## src/rtl/max7219_chain_ctrl.sv

```systemverilog
// MAX7219 daisy-chain controller: runs the init sequence after reset, then rewrites
// config and digit registers on every update request through a built-in SCK shifter.
module max7219_chain_ctrl #(
  parameter int N_DEV      = 1,
  parameter int CLK_DIV    = 4,
  parameter int SCAN_LIMIT = 7
) (
  input  logic               clk,
  input  logic               rst_n,
  input  logic [N_DEV*64-1:0] seg_data,
  input  logic [7:0]         decode,
  input  logic [3:0]         intensity,
  input  logic               enable,
  input  logic               update,
  output logic               busy,
  output logic               done,
  output logic               max_cs,
  output logic               max_sck,
  output logic               max_din
);

  localparam int          W         = N_DEV * 16;
  localparam logic [15:0] DIV_LAST  = 16'(CLK_DIV - 1);
  localparam logic [15:0] GAP_LAST  = 16'(2 * CLK_DIV - 2);
  localparam logic [7:0]  BIT_LAST  = 8'(W - 1);
  localparam logic [7:0]  SCAN_BYTE = 8'(SCAN_LIMIT);

  typedef enum logic [1:0] {SEQ_INIT, SEQ_IDLE, SEQ_UPD} seq_e;
  typedef enum logic [1:0] {FRM_LOAD, FRM_SHIFT, FRM_LATCH, FRM_GAP} frm_e;

  seq_e          r_seq, w_seqNext;
  frm_e          r_frm, w_frmNext;
  logic          r_start, w_startNext;
  logic          r_pending, w_pendingNext;
  logic [3:0]    r_frame, w_frameNext;
  logic [15:0]   r_cnt, w_cntNext;
  logic [7:0]    r_bit, w_bitNext;
  logic [W-1:0]  r_shift, w_shiftNext;
  logic          r_cs, w_csNext;
  logic          r_sck, w_sckNext;
  logic          r_din, w_dinNext;
  logic          r_done, w_doneNext;

  logic [N_DEV*64-1:0] r_seg;
  logic [7:0]          r_dec;
  logic [3:0]          r_int;
  logic                r_en;

  logic [3:0]    w_slot;
  logic [2:0]    w_digitK;
  logic [W-1:0]  w_word;
  logic          w_lastFrame;
  logic          w_capture;

  // Slot numbering follows the init order; update frames skip display-test and scan-limit.
  always_comb begin
    w_slot = r_frame;
    if (r_seq == SEQ_UPD) begin
      case (r_frame)
        4'd0:    w_slot = 4'd1;
        4'd1:    w_slot = 4'd3;
        4'd2:    w_slot = 4'd4;
        default: w_slot = r_frame + 4'd2;
      endcase
    end
    w_digitK = 3'(w_slot - 4'd5);
    w_word   = '0;
    for (int d = 0; d < N_DEV; d++) begin
      case (w_slot)
        4'd0:    w_word[d*16 +: 16] = 16'h0F00;
        4'd1:    w_word[d*16 +: 16] = {8'h0C, 7'h00, r_en};
        4'd2:    w_word[d*16 +: 16] = {8'h0B, SCAN_BYTE};
        4'd3:    w_word[d*16 +: 16] = {8'h09, r_dec};
        4'd4:    w_word[d*16 +: 16] = {8'h0A, 4'h0, r_int};
        default: w_word[d*16 +: 16] = {4'h0, w_slot - 4'd4,
                                       r_seg[(d*8 + int'(w_digitK))*8 +: 8]};
      endcase
    end
    w_lastFrame = (r_seq == SEQ_UPD) ? (r_frame == 4'd10) : (r_frame == 4'd12);
  end

  assign w_capture = (r_seq != SEQ_IDLE) && (r_frm == FRM_LOAD) && r_start;

  always_comb begin
    w_seqNext     = r_seq;
    w_frmNext     = r_frm;
    w_startNext   = r_start;
    w_pendingNext = r_pending;
    w_frameNext   = r_frame;
    w_cntNext     = r_cnt;
    w_bitNext     = r_bit;
    w_shiftNext   = r_shift;
    w_csNext      = r_cs;
    w_sckNext     = r_sck;
    w_dinNext     = r_din;
    w_doneNext    = 1'b0;
    if (r_seq == SEQ_IDLE) begin
      if (update) begin
        w_seqNext   = SEQ_UPD;
        w_frmNext   = FRM_LOAD;
        w_startNext = 1'b1;
        w_frameNext = 4'd0;
      end
    end else begin
      if (update) w_pendingNext = 1'b1;
      case (r_frm)
        FRM_LOAD: begin
          if (r_start) begin
            w_startNext = 1'b0;
          end else begin
            w_shiftNext = w_word;
            w_dinNext   = w_word[W-1];
            w_csNext    = 1'b0;
            w_sckNext   = 1'b0;
            w_cntNext   = '0;
            w_bitNext   = '0;
            w_frmNext   = FRM_SHIFT;
          end
        end
        FRM_SHIFT: begin
          if (r_cnt == DIV_LAST) begin
            w_cntNext = '0;
            if (!r_sck) begin
              w_sckNext = 1'b1;
            end else begin
              w_sckNext = 1'b0;
              if (r_bit == BIT_LAST) begin
                w_frmNext = FRM_LATCH;
                w_dinNext = 1'b0;
              end else begin
                w_bitNext   = r_bit + 8'd1;
                w_shiftNext = {r_shift[W-2:0], 1'b0};
                w_dinNext   = r_shift[W-2];
              end
            end
          end else begin
            w_cntNext = r_cnt + 16'd1;
          end
        end
        FRM_LATCH: begin
          if (r_cnt == DIV_LAST) begin
            w_cntNext = '0;
            w_csNext  = 1'b1;
            w_frmNext = FRM_GAP;
          end else begin
            w_cntNext = r_cnt + 16'd1;
          end
        end
        default: begin
          if (r_cnt == GAP_LAST) begin
            w_cntNext = '0;
            w_frmNext = FRM_LOAD;
            if (w_lastFrame) begin
              // A request seen during the sequence, or on this very clk, chains straight into UPD.
              w_doneNext    = 1'b1;
              w_frameNext   = 4'd0;
              w_pendingNext = 1'b0;
              if (r_pending || update) begin
                w_seqNext   = SEQ_UPD;
                w_startNext = 1'b1;
              end else begin
                w_seqNext = SEQ_IDLE;
              end
            end else begin
              w_frameNext = r_frame + 4'd1;
            end
          end else begin
            w_cntNext = r_cnt + 16'd1;
          end
        end
      endcase
    end
  end

  always_ff @(posedge clk or negedge rst_n) begin
    if (!rst_n) begin
      r_seq     <= SEQ_INIT;
      r_frm     <= FRM_LOAD;
      r_start   <= 1'b1;
      r_pending <= 1'b0;
      r_frame   <= '0;
      r_cnt     <= '0;
      r_bit     <= '0;
      r_shift   <= '0;
      r_cs      <= 1'b1;
      r_sck     <= 1'b0;
      r_din     <= 1'b0;
      r_done    <= 1'b0;
      r_seg     <= '0;
      r_dec     <= '0;
      r_int     <= '0;
      r_en      <= 1'b0;
    end else begin
      r_seq     <= w_seqNext;
      r_frm     <= w_frmNext;
      r_start   <= w_startNext;
      r_pending <= w_pendingNext;
      r_frame   <= w_frameNext;
      r_cnt     <= w_cntNext;
      r_bit     <= w_bitNext;
      r_shift   <= w_shiftNext;
      r_cs      <= w_csNext;
      r_sck     <= w_sckNext;
      r_din     <= w_dinNext;
      r_done    <= w_doneNext;
      if (w_capture) begin
        r_seg <= seg_data;
        r_dec <= decode;
        r_int <= intensity;
        r_en  <= enable;
      end
    end
  end

  assign busy    = (r_seq != SEQ_IDLE);
  assign done    = r_done;
  assign max_cs  = r_cs;
  assign max_sck = r_sck;
  assign max_din = r_din;

endmodule
```

## config.mk

```make
export PLATFORM = sky130hd
export DESIGN_NAME = max7219_chain_ctrl
export DESIGN_NICKNAME = d
export VERILOG_FILES = /design/src/rtl/max7219_chain_ctrl.sv
export SDC_FILE = /design/constraint.sdc
export NUM_CORES = 1
export LEC_CHECK = 0
export CAP_MARGIN = 20
export CORE_MARGIN = 2
export CORE_UTILIZATION = 56
export CTS_CLUSTER_DIAMETER = 80
export DETAILED_ROUTE_END_ITERATION = 7
export GPL_ROUTABILITY_DRIVEN = 0
export PLACE_DENSITY = 0.88
export SKIP_CTS_REPAIR_TIMING = 1
export SYNTH_ARGS = -nofsm -noshare
export SYNTH_HDL_FRONTEND = slang
export SYNTH_SLANG_ARGS = --single-unit
```

## constraint.sdc

```tcl
create_clock -name clk -period 4.17 [get_ports clk]
set_clock_uncertainty 0.1 [all_clocks]
set_input_delay 0.834 -clock clk [delete_from_list [all_inputs] [get_ports clk]]
set_output_delay 0.834 -clock clk [all_outputs]
set_load 0.02 [all_outputs]
```

==> results.md <==
* Layout cells sized above 1 at 18.2%
* Core area at 0.0115 mm^2
* Crit-path cells: clkinv_1, ha_1, nor2_1, nor3_1, a211oi_2, inv_1, ha_1, inv_1, a21oi_1, a211oi_4, nand3_1, a22o_1
* Chip width at 112 um
* DPL Wire Length at 10900 um
* Synthesized Nets at 717
* Post-Route M1 WL at 6430 um
* Layout Utilization at 71.5%
* # nets final at 799
* Boundary pin count at 85
* Vias in the first global route at 5410
* Largest net degree at the start of global routing at 78
* CTS tree: yes
* ANT cells at 0
* Full die area at 0.0126 mm^2
* Slowest-stage cell, CP: a211oi_2
* Layout fillers at 715
* Synth-to-Final Area Change at 24.5%
* Final wirelength at 16000 um
* Vias per std cell at 6.12
* Ys Warns at 0
* Storage element area at 0.00326 mm^2
* Top routing layer in use: met4
* Post-route ant nets at 0
* Worst path max stage delay at 0.50 ns
* Clock latency at the later pin of the worst-skew pair at 0.42 ns
* Via total after detailed routing at 5274
* Grt ovf at 0
* Post-synth EDFFs at 0
* Final setup viols at 0
* Initial DRC count at 490
* Fmax at 0.275 GHz
* Unique masters post-synth at 58
* Global-route usage over all layers at 26.9%
* Crit Path Max Fanout at 11
* Required @ worst endpoint at 4.38 ns
* Max Root-Sink Buffers at 2
* Clock sink count at 130
* Drt drc at 0
* Max-slew headroom at 46.7%
* Row cnt at 39
* LEAKAGE at 3.55 nW
* Crit path kind: reg2reg
* Setup crit end kind: flip-flop
* Pwr Density at 376 mW/mm^2
* Maximum vdd drop at 0.404 mV
* # H-tree levels at 4
* Cell family with most CP delay: compound AO/OA/AOI/OAI gates
* RSZ-0062 raised after global routing: no
* Die Y at 112 um
* Root buffer cell: clkbuf_16
* Startpoint class of the critical path: flip-flop
* Status: completed
* Tcrit/Tclk final at 87.1%
* # port buffers at 84
* Met2 wire len at 8380 um
* Starting Density at 57.4%
* Main synth FF type: dfrtp_1
* FF+latch count, synth at 130
* Final hold viol count at 0
* Routed length per instance at 18.5 um
* Minimum clock period at 3.63 ns
* Worst min path class: reg2reg
* Slew Limit Fails at 0
* Clock transition at the registers of the reported paths at 0.06 ns
* CP Buf/Inv Count at 3
* Async SR Flop Fraction at 100%
* Synthesized area per cell at 10.6 um^2
* Mapped Cells at 624
* WL met3 at 868 um
* Max Cap Viol at 0
* Initial antenna violation count at 0
* First-pass GRT wire length at 26700 um
* DRT Pass-1 Iters at 5
* Critical Path AT at 3.84 ns
* Total CTS buffers at 17
* Cell area after synthesis at 0.00659 mm^2
* Post-synthesis sequential area ratio at 49.4%
* Multi-input logic area at 0.00317 mm^2
* Worst Tran Pin Value at 0.792 ns
* Final setup TNS at 0 ns
==> per-layer routing <==
layer / up-vias / global-route usage [%]
met2: 218 / 46.7
met1: 2593 / 32.5
met4: 0 / 9.35
met3: 31 / 6.97
met5: - / 0
li1: 2432 / -
==> report_power, final <==
group | total, W | leakage [nW] | internal [W] | switching [W]
sequential | 0.00133 | 1.59 | 0.00130 | 0.0000259
clock | 0.00160 | 0.306 | 0.00101 | 0.000584
combinational | 0.000162 | 1.65 | 0.000102 | 0.0000592
total | 0.00309 | 3.55 | 0.00242 | 0.000669
==> worst paths after layout <==
path                                           end  depth (start not counted)                     from  slack (ns)
max                        r_shift[11]$_DFFE_PN0P_                         12   r_frame[0]$_DFFE_PN0P_        0.54
min                        r_shift[14]$_DFFE_PN0P_                          2  r_shift[14]$_DFFE_PN0P_        0.37
max reg2reg                r_shift[11]$_DFFE_PN0P_                         12   r_frame[0]$_DFFE_PN0P_        0.54
min reg2reg                r_shift[14]$_DFFE_PN0P_                          2  r_shift[14]$_DFFE_PN0P_        0.37
max in group asynchronous      r_start$_DFFE_PN1P_                          2                    rst_n        2.74
min in group asynchronous     r_frm[0]$_DFFE_PN0P_                          1                    rst_n        0.38
==> layout by cell type, fill, tap and decap left out, drive strengths merged, types with 3 or more instances in the layout <==
cell type	netlist	routed
xnor2	7	7
o21ai	36	36
buf	12	7
o31ai	8	8
clkdlybuf4s50	0	83
mux2i	16	16
a221oi	15	15
inv	15	20
nand2	68	68
clkinv	1	4
or2	4	4
nor3	9	9
nand3	24	24
ha	13	13
nor2b	4	4
a31oi	3	3
nor4	4	4
mux2	82	82
nand4	8	8
a21oi	37	37
a32oi	8	8
bufinv	0	4
nor2	46	46
o22ai	3	3
nand2b	6	6
or3	6	6
clkbuf	15	19
dfrtp	128	128
xor2	7	7
and2	4	4
and3	5	5
==> area by class of cell <==
class                      instances  area share [%]
inverter                          16           0.732
sequential                       130            39.7
tap                              143            2.18
timing repair buffer              90            11.1
clock inverter                    13            2.43
multi-input combinational        451            38.6
clock buffer                      19            5.28
==> stage by stage <==
stage	hold WS [ns]	cells	worst slack, ns	total power [W]	cell area [um^2]
after floorplan	0.339	624	1.18	0.00138	6590
after global placement	0.350	829	0.925	0.00150	7550
after detailed placement	0.356	829	0.663	0.00151	7550
after CTS	0.369	861	0.622	0.00310	8180
after global routing	0.400	862	0.306	0.00318	8200
final	0.373	862	0.539	0.00309	8200
==> registers in the layout (all words and copies together), names as in the netlist <==
| signal | count |
|---|---|
| r_dec | 8 |
| r_en | 1 |
| r_pending | 1 |
| r_seg | 64 |
| r_frm | 2 |
| r_start | 1 |
| max_sck | 1 |
| r_frame | 4 |
| r_cnt | 16 |
| r_seq | 2 |
| max_cs | 1 |
| done | 1 |
| r_int | 4 |
| r_bit | 8 |
| r_shift | 15 |
| max_din | 1 |
==> worst register-to-register path, delay by kind of cell, from the launching register on <==
family / cells / cell delay (ns)
AOI/OAI and AO/OA: 4 / 1.21
and+or+nand+nor: 3 / 0.40
DFF: 1 / 0.46
buffers and inverters: 3 / 0.70
adders and majority gates: 2 / 0.63
==> synthesized netlist by cell type (3+ instances only) <==
library cell | number | area (um^2)
a21oi_1 | 37 | 185
a221oi_1 | 15 | 131
a31oi_1 | 3 | 18.8
a32oi_1 | 8 | 70.1
and2_1 | 3 | 18.8
and3_1 | 5 | 31.3
buf_1 | 5 | 18.8
buf_2 | 5 | 25.0
clkbuf_1 | 15 | 56.3
dfrtp_1 | 128 | 3200
ha_1 | 13 | 163
inv_1 | 15 | 56.3
mux2_2 | 82 | 923
mux2i_1 | 16 | 160
nand2_1 | 67 | 251
nand2b_1 | 6 | 37.5
nand3_1 | 24 | 120
nand4_1 | 8 | 50.1
nor2_1 | 46 | 173
nor2b_1 | 4 | 25.0
nor3_1 | 7 | 35.0
nor4_1 | 4 | 25.0
o21ai_0 | 30 | 150
o21ai_1 | 6 | 30.0
o22ai_1 | 3 | 18.8
o31ai_1 | 8 | 60.1
or3_1 | 6 | 37.5
xnor2_1 | 7 | 61.3
xor2_1 | 7 | 61.3
==> cells by family after synthesis <==
| kind of cell | share of synthesized area (%) |
|---|---|
| AOI/OAI and AO/OA | 13.0 |
| buffers and inverters | 2.66 |
| xor gates and xnor gates | 1.86 |
| muxes | 16.5 |
| and+or+nand+nor | 14.2 |
| DFF | 49.4 |
| adders and majority gates | 2.47 |
(Power assumes the default switching activity.)
